## src/rtl/logic_depth_pkg.sv

```systemverilog
// logic_depth_pkg: FSM states, default widths and saturating helpers shared by logic_depth_profiler.
package logic_depth_pkg;
    localparam int DEF_N_CH = 8;
    localparam int DEF_W = 8;
    localparam int DEF_WIN = 16;
    localparam int DEF_FF_W = 16;
    localparam int CALC_W = 32;

    typedef enum logic [1:0] {ACCUM, DRAIN, REPORT} state_t;

    function automatic logic [CALC_W-1:0] sat_sub(input logic [CALC_W-1:0] a, input logic [CALC_W-1:0] b);
        return (a > b) ? a - b : '0;
    endfunction

    function automatic logic [6:0] popcount(input logic [63:0] v);
        logic [6:0] c;
        c = '0;
        for (int i = 0; i < 64; i++) c += 7'(v[i]);
        return c;
    endfunction
endpackage

```

## src/rtl/ldp_chan_depth.sv

```systemverilog
// ldp_chan_depth: per-channel saturating depth estimate; threshold compare built only with LDP_VIOL_EN.
module ldp_chan_depth
    import logic_depth_pkg::*;
#(
    parameter int W = DEF_W
) (
    input  logic [W-1:0] gate_count,
    input  logic [W-1:0] path_length,
    input  logic [W-1:0] num_ff,
    input  logic [W-1:0] depth_limit,
    input  logic         fan_in,
    input  logic         fan_out,
    input  logic         en,
    output logic [W-1:0] depth,
    output logic         viol
);
    localparam int SW = W + 2;

    logic [SW-1:0]     sum;
    logic [CALC_W-1:0] diff;

    assign sum = SW'(gate_count) + SW'(path_length) + SW'(fan_in) + SW'(fan_out);
    assign diff = sat_sub(CALC_W'(sum), CALC_W'(num_ff));
    assign depth = (|diff[CALC_W-1:W]) ? '1 : diff[W-1:0];

`ifdef LDP_VIOL_EN
    assign viol = en && (depth > depth_limit);
`else
    logic unused_cfg;
    assign unused_cfg = ^{en, depth_limit};
    assign viol = 1'b0;
`endif
endmodule

```

## src/rtl/logic_depth_profiler.sv

```systemverilog
// logic_depth_profiler: windowed peak-depth / flip-flop-total profiler with held result handshake.
// Define LDP_VIOL_EN to build the sticky per-channel depth_limit violation mask.
module logic_depth_profiler
    import logic_depth_pkg::*;
#(
    parameter int N_CH = DEF_N_CH,
    parameter int W    = DEF_W,
    parameter int WIN  = DEF_WIN,
    parameter int FF_W = DEF_FF_W
) (
    input  logic                    clk,
    input  logic                    rst,
    input  logic                    in_valid,
    output logic                    in_ready,
    input  logic [N_CH-1:0]         ch_mask,
    input  logic [N_CH-1:0]         fan_in,
    input  logic [N_CH-1:0]         fan_out,
    input  logic [W-1:0]            gate_count,
    input  logic [W-1:0]            path_length,
    input  logic [W-1:0]            num_ff,
    input  logic [W-1:0]            depth_limit,
    output logic                    out_valid,
    input  logic                    out_ready,
    output logic [W-1:0]            max_depth,
    output logic [$clog2(N_CH)-1:0] max_ch,
    output logic [FF_W-1:0]         ff_total,
    output logic [N_CH-1:0]         viol_mask
);
    localparam int CH_W  = $clog2(N_CH);
    localparam int CNT_W = $clog2(WIN + 1);

    state_t           state, next_state;
    logic [CNT_W-1:0] cnt;
    logic             accept, last, clear;
    logic [W-1:0]     depth_c [N_CH];
    logic [N_CH-1:0]  viol_c;
    logic             s1_valid;
    logic [W-1:0]     s1_depth [N_CH];
    logic [N_CH-1:0]  s1_mask;
    logic [W-1:0]     s1_ff;
    logic [W-1:0]     max_nx;
    logic [CH_W-1:0]  ch_nx;
    logic [63:0]      ff_sum;
    logic [FF_W-1:0]  ff_nx;

    assign in_ready = (state == ACCUM);
    assign out_valid = (state == REPORT);
    assign accept = in_valid && in_ready;
    assign last = (cnt == CNT_W'(WIN - 1));
    assign clear = out_valid && out_ready;

    for (genvar i = 0; i < N_CH; i++) begin : g_ch
        ldp_chan_depth #(.W(W)) u_chan (
            .gate_count (gate_count),
            .path_length(path_length),
            .num_ff     (num_ff),
            .depth_limit(depth_limit),
            .fan_in     (fan_in[i]),
            .fan_out    (fan_out[i]),
            .en         (ch_mask[i]),
            .depth      (depth_c[i]),
            .viol       (viol_c[i])
        );
    end

    always_comb begin
        next_state = (state == ACCUM && accept && last) ? DRAIN :
                     (state == DRAIN)                   ? REPORT :
                     (state == REPORT && out_ready)     ? ACCUM : state;
    end

    // Ascending scan with strict > keeps the earlier sample and the lower channel on ties.
    always_comb begin
        max_nx = max_depth;
        ch_nx = max_ch;
        for (int i = 0; i < N_CH; i++) begin
            if (s1_mask[i] && s1_depth[i] > max_nx) begin
                max_nx = s1_depth[i];
                ch_nx = CH_W'(i);
            end
        end
        ff_sum = 64'(ff_total) + 64'(s1_ff) * 64'(popcount(64'(s1_mask)));
        ff_nx = (|ff_sum[63:FF_W]) ? '1 : ff_sum[FF_W-1:0];
    end

    always_ff @(posedge clk or posedge rst) begin
        if (rst) begin
            state <= ACCUM;
            cnt <= '0;
            s1_valid <= 1'b0;
            s1_mask <= '0;
            s1_ff <= '0;
            max_depth <= '0;
            max_ch <= '0;
            ff_total <= '0;
        end else begin
            state <= next_state;
            s1_valid <= accept;
            if (accept) begin
                s1_mask <= ch_mask;
                s1_ff <= num_ff;
                cnt <= last ? '0 : cnt + 1'b1;
            end
            if (clear) begin
                cnt <= '0;
                max_depth <= '0;
                max_ch <= '0;
                ff_total <= '0;
            end else if (s1_valid) begin
                max_depth <= max_nx;
                max_ch <= ch_nx;
                ff_total <= ff_nx;
            end
        end
    end

    always_ff @(posedge clk) begin
        if (accept) s1_depth <= depth_c;
    end

`ifdef LDP_VIOL_EN
    logic [N_CH-1:0] s1_viol;
    always_ff @(posedge clk or posedge rst) begin
        if (rst) begin
            s1_viol <= '0;
            viol_mask <= '0;
        end else begin
            if (accept) s1_viol <= viol_c;
            if (clear) viol_mask <= '0;
            else if (s1_valid) viol_mask <= viol_mask | s1_viol;
        end
    end
`else
    logic [N_CH-1:0] unused_viol;
    assign unused_viol = viol_c;
    assign viol_mask = '0;
`endif
endmodule

```

## config.mk

```make
export PLATFORM = sky130hd
export DESIGN_NAME = logic_depth_profiler
export DESIGN_NICKNAME = d
export VERILOG_FILES = /design/src/rtl/logic_depth_pkg.sv /design/src/rtl/ldp_chan_depth.sv /design/src/rtl/logic_depth_profiler.sv
export SDC_FILE = /design/constraint.sdc
export NUM_CORES = 1
export LEC_CHECK = 0
export BUFFER_PORTS_ARGS = -buffer_cell sky130_fd_sc_hd__buf_2
export CELL_PAD_IN_SITES_DETAIL_PLACEMENT = 0
export CELL_PAD_IN_SITES_GLOBAL_PLACEMENT = 1
export CORE_MARGIN = 2
export CORE_UTILIZATION = 53
export CTS_BUF_LIST = sky130_fd_sc_hd__clkbuf_4
export DETAILED_ROUTE_END_ITERATION = 10
export PLACE_DENSITY_LB_ADDON = 0.3
export SYNTH_ARGS = -nofsm -noshare
export SYNTH_HDL_FRONTEND = slang
export SYNTH_SLANG_ARGS = --single-unit
```

## constraint.sdc

```tcl
create_clock -name clk -period 24.3 [get_ports clk]
set_clock_uncertainty 0.2 [all_clocks]
set_input_delay 4.86 -clock clk [delete_from_list [all_inputs] [get_ports clk]]
set_output_delay 4.86 -clock clk [all_outputs]
set_load 0.01 [all_outputs]
```

# == Word-level counts from Yosys, hierarchy flattened ==
# Index checks and enable logic that the tools add are counted.
# classes
addsub,34
mul,1
order_cmp,16
eq_ne,3
muxes,37
reduce_logical,27
# ops
cell,count
$mux W32,8
$reduce_or A24 Y1,8
$add A10 B1 Y10,16
$sub A10 B8 Y11,8
$gt A10 B8 Y1,8
$mux W8,10
$gt A8 B8 Y1,8
$mux W16,3
$reduce_or A48 Y1,1
$mux W3,10
$add A16 B15 Y17,1
$mul A8 B7 Y15,1
$mux W5,3
$logic_and A1 B1 Y1,12
$add A8 B8 Y9,1
$reduce_bool A9 Y1,1
$add A6 B1 Y7,1
$add A7 B1 Y7,1
$add A5 B1 Y6,1
$mux W2,3
$add A4 B1 Y5,1
$add A5 B1 Y5 const B,1
$eq A5 B4 Y1 const B,1
$add A3 B1 Y4,1
other kinds (8),9
# word_totals
register_bits,115
out_inout_bits,37
word_cells,134

# == Longest topological paths before layout ==
# Gate-level depths: netlist of the first run.
# logic_depth
ltp_word,26
mapped_depth,87
depth_no_buf,82

# == Cells and area by module ==
# Synthesis of the first run repeated with hierarchy kept, for this count alone.
# hier_totals
hier_cells,1925
area_unflattened_um2,16653.5
# by_module_without_submodules
mod,n_inst,cells_per_inst,area_per_inst_um2,seq_area_each_um2
logic_depth_profiler,1,827,8333.0,3198.1
ldp_chan_depth (g_ch[0].u_chan ...),6,138,1033.5,0.0
ldp_chan_depth (g_ch[6].u_chan),1,135,1062.3,0.0
ldp_chan_depth (g_ch[2].u_chan),1,135,1057.3,0.0

# == Least setup slack after synthesis of the first run ==
# No wires, ideal clock.
# synth_timing
kind,register to register
from,register max_depth[7]
to,register max_ch[0]
setup_ns,0.065
t_arrival_ns,14.045
setup_slack_ns,9.990
stages_incl_launch_ff,83
path_buffers,5
synth_period_minus_slack_ns,14.310
cell_sequence,dfrtp_1 > inv_1 > ha_1 > a21oi_1 > o21a_1 > a31oi_4 > nand2_1 > mux2i_1 > ha_1 > nand2_1 > o21ai_1 > a211o_1 > a21oi_2 > nor2_1 > o21ai_0 > a21oi_1 > mux2_2 > ha_1 > [47 not listed] > a21o_1 > a21oi_1 > o21ai_0 > o211a_1 > clkbuf_1 > clkbuf_1 > o21a_1 > ha_1 > a21o_1 > a21o_1 > a21oi_1 > o21ai_0 > and2_1 > clkbuf_1 > nor2_1 > inv_1 > o32ai_1 > a211o_1
# synth_via
elab_chain_len,26
elab_cells_between_ends,34
classes_between,order compare (8); mux (16); reduce/logical (10)
# synth_lines
item,line,rtl
"start, declared",logic_depth_profiler.sv:24,"output logic [W-1:0] max_depth,"
"start signal, assigned",logic_depth_profiler.sv:110,max_depth <= max_nx;
$gt A8 B8 Y1,logic_depth_profiler.sv:77,if (s1_mask[i] && s1_depth[i] > max_nx) begin
$logic_and A1 B1 Y1,logic_depth_profiler.sv:77,
$mux W8,logic_depth_profiler.sv:77,
$gt A8 B8 Y1,logic_depth_profiler.sv:77,
$logic_and A1 B1 Y1,logic_depth_profiler.sv:77,
$mux W8,logic_depth_profiler.sv:77,
$gt A8 B8 Y1,logic_depth_profiler.sv:77,
$logic_and A1 B1 Y1,logic_depth_profiler.sv:77,
[10 not listed],--,
$gt A8 B8 Y1,logic_depth_profiler.sv:77,
$logic_and A1 B1 Y1,logic_depth_profiler.sv:77,
$mux W8,logic_depth_profiler.sv:77,
$gt A8 B8 Y1,logic_depth_profiler.sv:77,
$logic_and A1 B1 Y1,logic_depth_profiler.sv:77,
$mux W3,logic_depth_profiler.sv:77,
$mux W3,logic_depth_profiler.sv:109,end else if (s1_valid) begin
$mux W3,logic_depth_profiler.sv:104,if (clear) begin
"end signal, assigned",logic_depth_profiler.sv:111,max_ch <= ch_nx;
"end, declared",logic_depth_profiler.sv:25,"output logic [$clog2(N_CH)-1:0] max_ch,"
# Parallel ways exist; a longest one is shown, timed or not. The select of a mux whose other input is x is not followed.
# A chain may end at the register's enable or synchronous reset.

# == Worst setup path after layout of the first run ==
# layout_timing
from,register max_depth[5]
to,register max_ch[0]
# Same word-level chain as after synthesis.

==> qor.yml, run 1 <==
clk_latency_ns: 0.56
place_hpwl_um: 25000
synth-seq-cells: 115
grt_overflow_total: 0
cap_viol_max_count: 0
drcViolationCount: 0
worstSetupPathType: "flop to flop"
powerDensity_mw_per_mm2: 52.8
final_cells: 1881
max_clock_freq_ghz: 0.0557
dp_cells: 1848
hold_end: "cnt[3]"
initialDrtViolationCount: 624
setup.worst_path.start_class: "flop"
port_buffers: 80
grt_pass1_wl_um: 51000
synth_edf_count: 64
hold_path_class: "flop to flop"
ctsHtreeMaxLevel: 4
hold_viol_final: 0
syn_avg_cell_area_um2: 8.75
crit_slowest_cell: "nor2_1"
p_seq_share_pct: 30.1
synth.distinct_cells: 70
grt_pass1_vias: 10100
p_comb_share_pct: 47.3
rr_worst_depth: 80
worst_path_most_repeated_cell: "a21oi_1"
p_int_mw: 0.451
cts_tree: "done"
drive_gt1_share_pct: 10.1
reg2reg_slack_ns: 6.36
ant_nets: 0
critPathBufInv: 8
tns_ns: 0
core-area_mm2: 0.0236
die_y_um: 160
grt_usage_pct: 25.3
root_buffer: "clkbuf_4"
critPathMaxFanout: 24
switchingPower_mw: 0.283
cts_buffer_depth: 2
synth_top_family_by_area: "adder cells"
dieArea_mm2: 0.0255
arrival_ns: 18.23
layout_commonest_cell: "inv_1"
power.leakage_nw: 6.82
placedInstanceArea_mm2: 0.0136
yosysSeqAreaShare_pct: 24.9
via_per_inst: 5.51
r2r_start: "max_depth[5]"
clock_power_share_pct: 22.6
cts_buffers: 17
synthMuxAreaShare_pct: 4.23
final.setup.worst_slack_ns: 6.36
num_rows: 56
routed_wl_um: 31900
finalInstanceArea_mm2: 0.0139
finalNetCount: 1824
finalHoldWorstSlack_ns: 0.309
die_w_um: 160
rr_endpoint: "max_ch[0]"
setup_viol: 0
synth_top_flop_cell: "edfxtp_1"
final_cell_mix: "inv_1 (199), ha_1 (173), a21oi_1 (148), nand2_1 (106), buf_2 (80)"
fin_crit_sh_pct: 73.8
synth-xor-area-share_pct: 8.12
outcome: "finished clean"
ir_drop_mv: 0.0272
num_vias: 10400
cts_resized: 0
critPathMaxStageDelay_ns: 0.88
end_kind: "flop"
cp.required_ns: 24.59
tightest_slew_ns: 1.13
start_util_pct: 54.4
synth-simple-area-share_pct: 13.6
slew_headroom_pct: 24.5
place_congestion: 0.888
swShare_pct: 38.6
synth_fa_ha_area_share_pct: 23.6
antenna_found_initial: 1
postCtsHoldBufs: 0
grt_max_degree: 75
hold_path_depth: 1
async_flop_share_pct: 44.3
rsz0062_at_grt: "no"
synth_compound_area_share_pct: 18.4
ioPinCount: 97
dp_slack_ns: 6.46
netlist_area_mm2: 0.0128
synth_cells: 1468
path_delay_family: "compound AO/OA/AOI/OAI gates"
post_cts_buffers: 0
syn_to_final_growth_pct: 8.39
synth_warnings: 0
dr.pass1.iters: 5
drt-wirelength-per-cell_um: 16.9
cts.clk_slew.worst_paths_ns: 0.12
min-delay-start: "cnt[3]"
path_depth: 80
slew_viol_final: 0
cts_num_sinks: 115
period_minus_slack_ns: 17.94
-- flip-flops by register name, indices dropped and copies added, names as in the netlist --
name,count
max_depth,8
s1_mask,8
ff_total,16
max_ch,3
s1_depth,64
s1_ff,8
cnt,5
state,2
s1_valid,1
-- area by class of cell --
type | count | area (um2)
antenna | 1 | 2.50
clock buffer | 17 | 128
clock inverter | 15 | 203
fill | 2181 | 9700
inverter | 201 | 754
multi-input combinational | 1125 | 8770
sequential | 115 | 3200
tap | 319 | 399
timing repair buffer | 88 | 460
-- cell families (layout without fill, tap and decap cells) --
kind of cell             count (synthesis)  after routing
AO/OA/AOI/OAI                          378            378
XOR/XNOR                               119            119
adder cells (fa/ha/maj)                216            216
buffers and inverters                  235            321
flip-flops                             115            115
multiplexers                            52             52
other                                    1              9
AND/OR/NAND/NOR                        352            352
-- stage by stage --
step                power, mW  utilization (%)
floorplan               0.493                -
CTS                     0.734             58.9
global route            0.786             58.9
global placement        0.562             57.5
finish                  0.735             58.9
detailed placement      0.567             57.5
-- layer usage --
layer / global-route usage (%) / part of all wire [%] / vias up
li1: - / - / 5261
met1: 33.2 / 46 / 4788
met2: 43.2 / 47 / 255
met3: 2.68 / 3.8 / 59
met4: 9.34 / 2.9 / 0
met5: 0 / 0 / -
-- power by group through the flow --
stage                     Combinational (mW)  Clock (mW)  Sequential (mW)
final                                  0.347       0.166            0.221
after global routing                   0.389       0.176            0.222
after CTS                              0.344       0.168            0.221
after detailed placement               0.341           0            0.226
after global placement                 0.336           0            0.226
after floorplan                        0.268           0            0.226
-- cells in the mapped netlist (3+ instances only) --
cell,n,area (um2)
nand3_1,14,70.1
nand2_1,106,398
nor2b_1,25,156
mux2i_1,34,340
and2_1,26,163
mux2_2,18,203
o211ai_1,8,60.1
fa_1,43,861
nor2_1,76,285
nand3b_1,17,128
or3_1,3,18.8
o21ai_0,74,370
a221oi_1,8,70.1
dfrtp_1,51,1280
o22ai_1,9,56.3
nand2b_1,26,163
edfxtp_1,64,1920
a21oi_1,148,741
a21o_1,68,510
xor2_1,51,447
a31oi_1,8,50.1
clkbuf_1,22,82.6
o21bai_1,8,60.1
o21a_1,9,67.6
inv_1,200,751
nand4_1,29,181
nor3_1,14,70.1
a211o_1,3,26.3
and3_1,5,31.3
xnor2_1,68,596
buf_4,9,67.6
ha_1,173,2160
a21boi_0,3,22.5
-- worst max path at each step --
stage | start | to
after detailed placement | max_depth[5] | max_ch[0]
after global placement | max_depth[5] | max_ch[0]
final | max_depth[5] | max_ch[0]
after CTS | max_depth[5] | max_ch[0]
after global routing | max_depth[5] | max_ch[0]
after floorplan | max_depth[7] | max_ch[0]
No activity file was read; power rests on OpenSTA's default activity.
==> run 2: changes to the inputs <==
CORE_UTILIZATION = 49   (was 53)
clock period = 17.35 ns   (was 24.3 ns; I/O delays follow)
==> qor.yml, run 2 (synthesis results as in run 1) <==
outcome: "finished clean"
num_rows: 59  # +5.4%
final.setup.worst_slack_ns: 1.32  # -5.04 ns
powerDensity_mw_per_mm2: 71.3  # +35%
start_util_pct: 49.6  # -4.8 points
setup.worst_path.start_class: "flop"
cts_num_sinks: 115  # unchanged
max_clock_freq_ghz: 0.0624  # +12%
period_minus_slack_ns: 16.03  # -1.91 ns
core-area_mm2: 0.0259  # +9.7%
grt_max_degree: 83  # +11%
post_cts_buffers: 0  # unchanged
ctsHtreeMaxLevel: 4  # unchanged
drive_gt1_share_pct: 10.6  # +0.49 points
ant_nets: 0  # unchanged
postLayoutCoreUtil_pct: 53.8  # -5.1 points
num_vias: 10500  # +1.0%
dr.pass1.iters: 5  # unchanged
dieArea_mm2: 0.0275  # +8.0%
critPathMaxStageDelay_ns: 0.52  # -0.36 ns
layout_commonest_cell: "inv_1"
rsz0062_at_grt: "no"
place_hpwl_um: 25300  # +1.3%
final_cell_mix: "inv_1 (199), ha_1 (173), a21oi_1 (147), nand2_1 (105), buf_2 (80)"
placedInstanceArea_mm2: 0.0136  # +0.20%
die_w_um: 166  # +3.9%
cp.required_ns: 17.66  # -6.93 ns
finalInstanceArea_mm2: 0.0139  # +0.21%
grt_pass1_vias: 10100  # +0.41%
arrival_ns: 16.34  # -1.89 ns
die_y_um: 166  # +3.9%
dp_slack_ns: 0.261  # -6.20 ns
grt_overflow_total: 0  # unchanged
cts.clk_slew.worst_paths_ns: 0.13  # about the same
worstSetupPathType: "flop to flop"
clk_latency_ns: 0.55  # about the same
initialDrtViolationCount: 637  # +2.1%
cts_buffer_depth: 2  # unchanged
regMostFlops: "s1_depth"
hold_viol_final: 0  # unchanged
end_kind: "flop"
crit_slowest_cell: "dfrtp_1"
tightest_slew_ns: 1.19  # +0.0579 ns
critPathMaxFanout: 19  # -21%
fin_crit_sh_pct: 92.4  # +19 points
setup_viol: 0  # unchanged
slew_viol_final: 0  # unchanged
hold_path_class: "flop to flop"
largestRegisters: "s1_depth: 64 flops, ff_total: 16 flops"
port_buffers: 80  # unchanged
antenna_found_initial: 2  # +1
root_buffer: "clkbuf_4"
fillers: 2455  # +13%
routed_wl_um: 32300  # +1.3%
syn_to_final_growth_pct: 8.61
finalNetCount: 1828  # +0.22%
cts_buffers: 17  # unchanged
grt_usage_pct: 23.4  # -1.9 points
ioPinCount: 97  # unchanged
place_congestion: 0.899  # +1.2%
cap_viol_max_count: 0  # unchanged
slew_headroom_pct: 20.6  # -3.9 points
power.leakage_nw: 6.80  # -0.31%
cts_tree: "done"
largest_reg_flops: 64  # unchanged
multi_input_comb_area_mm2: 0.00881  # +0.44%
grt_pass1_wl_um: 51400  # +0.65%
worst_path_most_repeated_cell: "a21oi_1"
drcViolationCount: 0  # unchanged
drt-wirelength-per-cell_um: 17.0  # +0.23%
seq_area_mm2: 0.00320  # unchanged
tns_ns: 0  # unchanged
via_per_inst: 5.51  # about the same
ir_drop_mv: 0.0315  # +16%
==> run 2: through the flow <==
step	instances	total power, mW	hold slack, ns
after floorplan	1475	0.691	0.263
after global placement	1867	0.793	0.284
after detailed placement	1867	0.800	0.285
after CTS	1899	0.996	0.314
after global routing	1901	1.07	0.325
final	1901	0.995	0.312
==> run 2: path summary, 6_finish.rpt <==
path	from	to	slack, ns	cells past startpoint
setup / recovery	max_depth[2]	max_ch[0]	1.32	79
hold / removal	max_ch[0]	max_ch[0]	0.31	1
setup reg to reg	max_depth[2]	max_ch[0]	1.32	79
hold reg to reg	max_ch[0]	max_ch[0]	0.31	1
max in group asynchronous	rst	s1_ff[3]	13.60	3
min in group asynchronous	rst	cnt[4]	2.88	3
==> run 2: final cells by class <==
class / count / area share (%)
Multi-Input combinational cell: 1126 / 63.2
Clock buffer: 17 / 0.915
Clock inverter: 15 / 1.08
Sequential cell: 115 / 22.9
Antenna cell: 1 / 0.0179
Inverter: 201 / 5.41
Timing Repair Buffer: 91 / 3.46
Tap cell: 335 / 3.01
==> run 2: power by group <==
part           internal (mW)  switching, mW  leakage [nW]
logic                  0.207          0.283          5.41
registers              0.310              0          1.25
clock network         0.0746          0.119         0.143
total                  0.592          0.403          6.80
==> run 2: repair_timing <==
item,CTS,global route
resized for setup,0,9
hold endpoints to repair,0,0
endpoints found under the setup margin,0,11
hold buffers,0,0
==> run 2: critical path: cells and delay by family, from the launching register on <==
kind / cells / cell delay, ns
and+or+nand+nor: 13 / 2.09
buffers and inverters: 8 / 0.66
DFF: 1 / 0.52
muxes: 7 / 2.34
adders and majority gates: 8 / 2.06
AOI/OAI and AO/OA: 43 / 8.09
==> run 2: layer usage <==
metal | wire length (um) | global-route usage, % | vias to the layer above
li1 | - | - | 5266
met1 | 15300 | 30.9 | 4922
met2 | 15000 | 39.5 | 224
met3 | 1140 | 2.81 | 56
met4 | 903 | 8.88 | 0
met5 | 0 | 0 | -
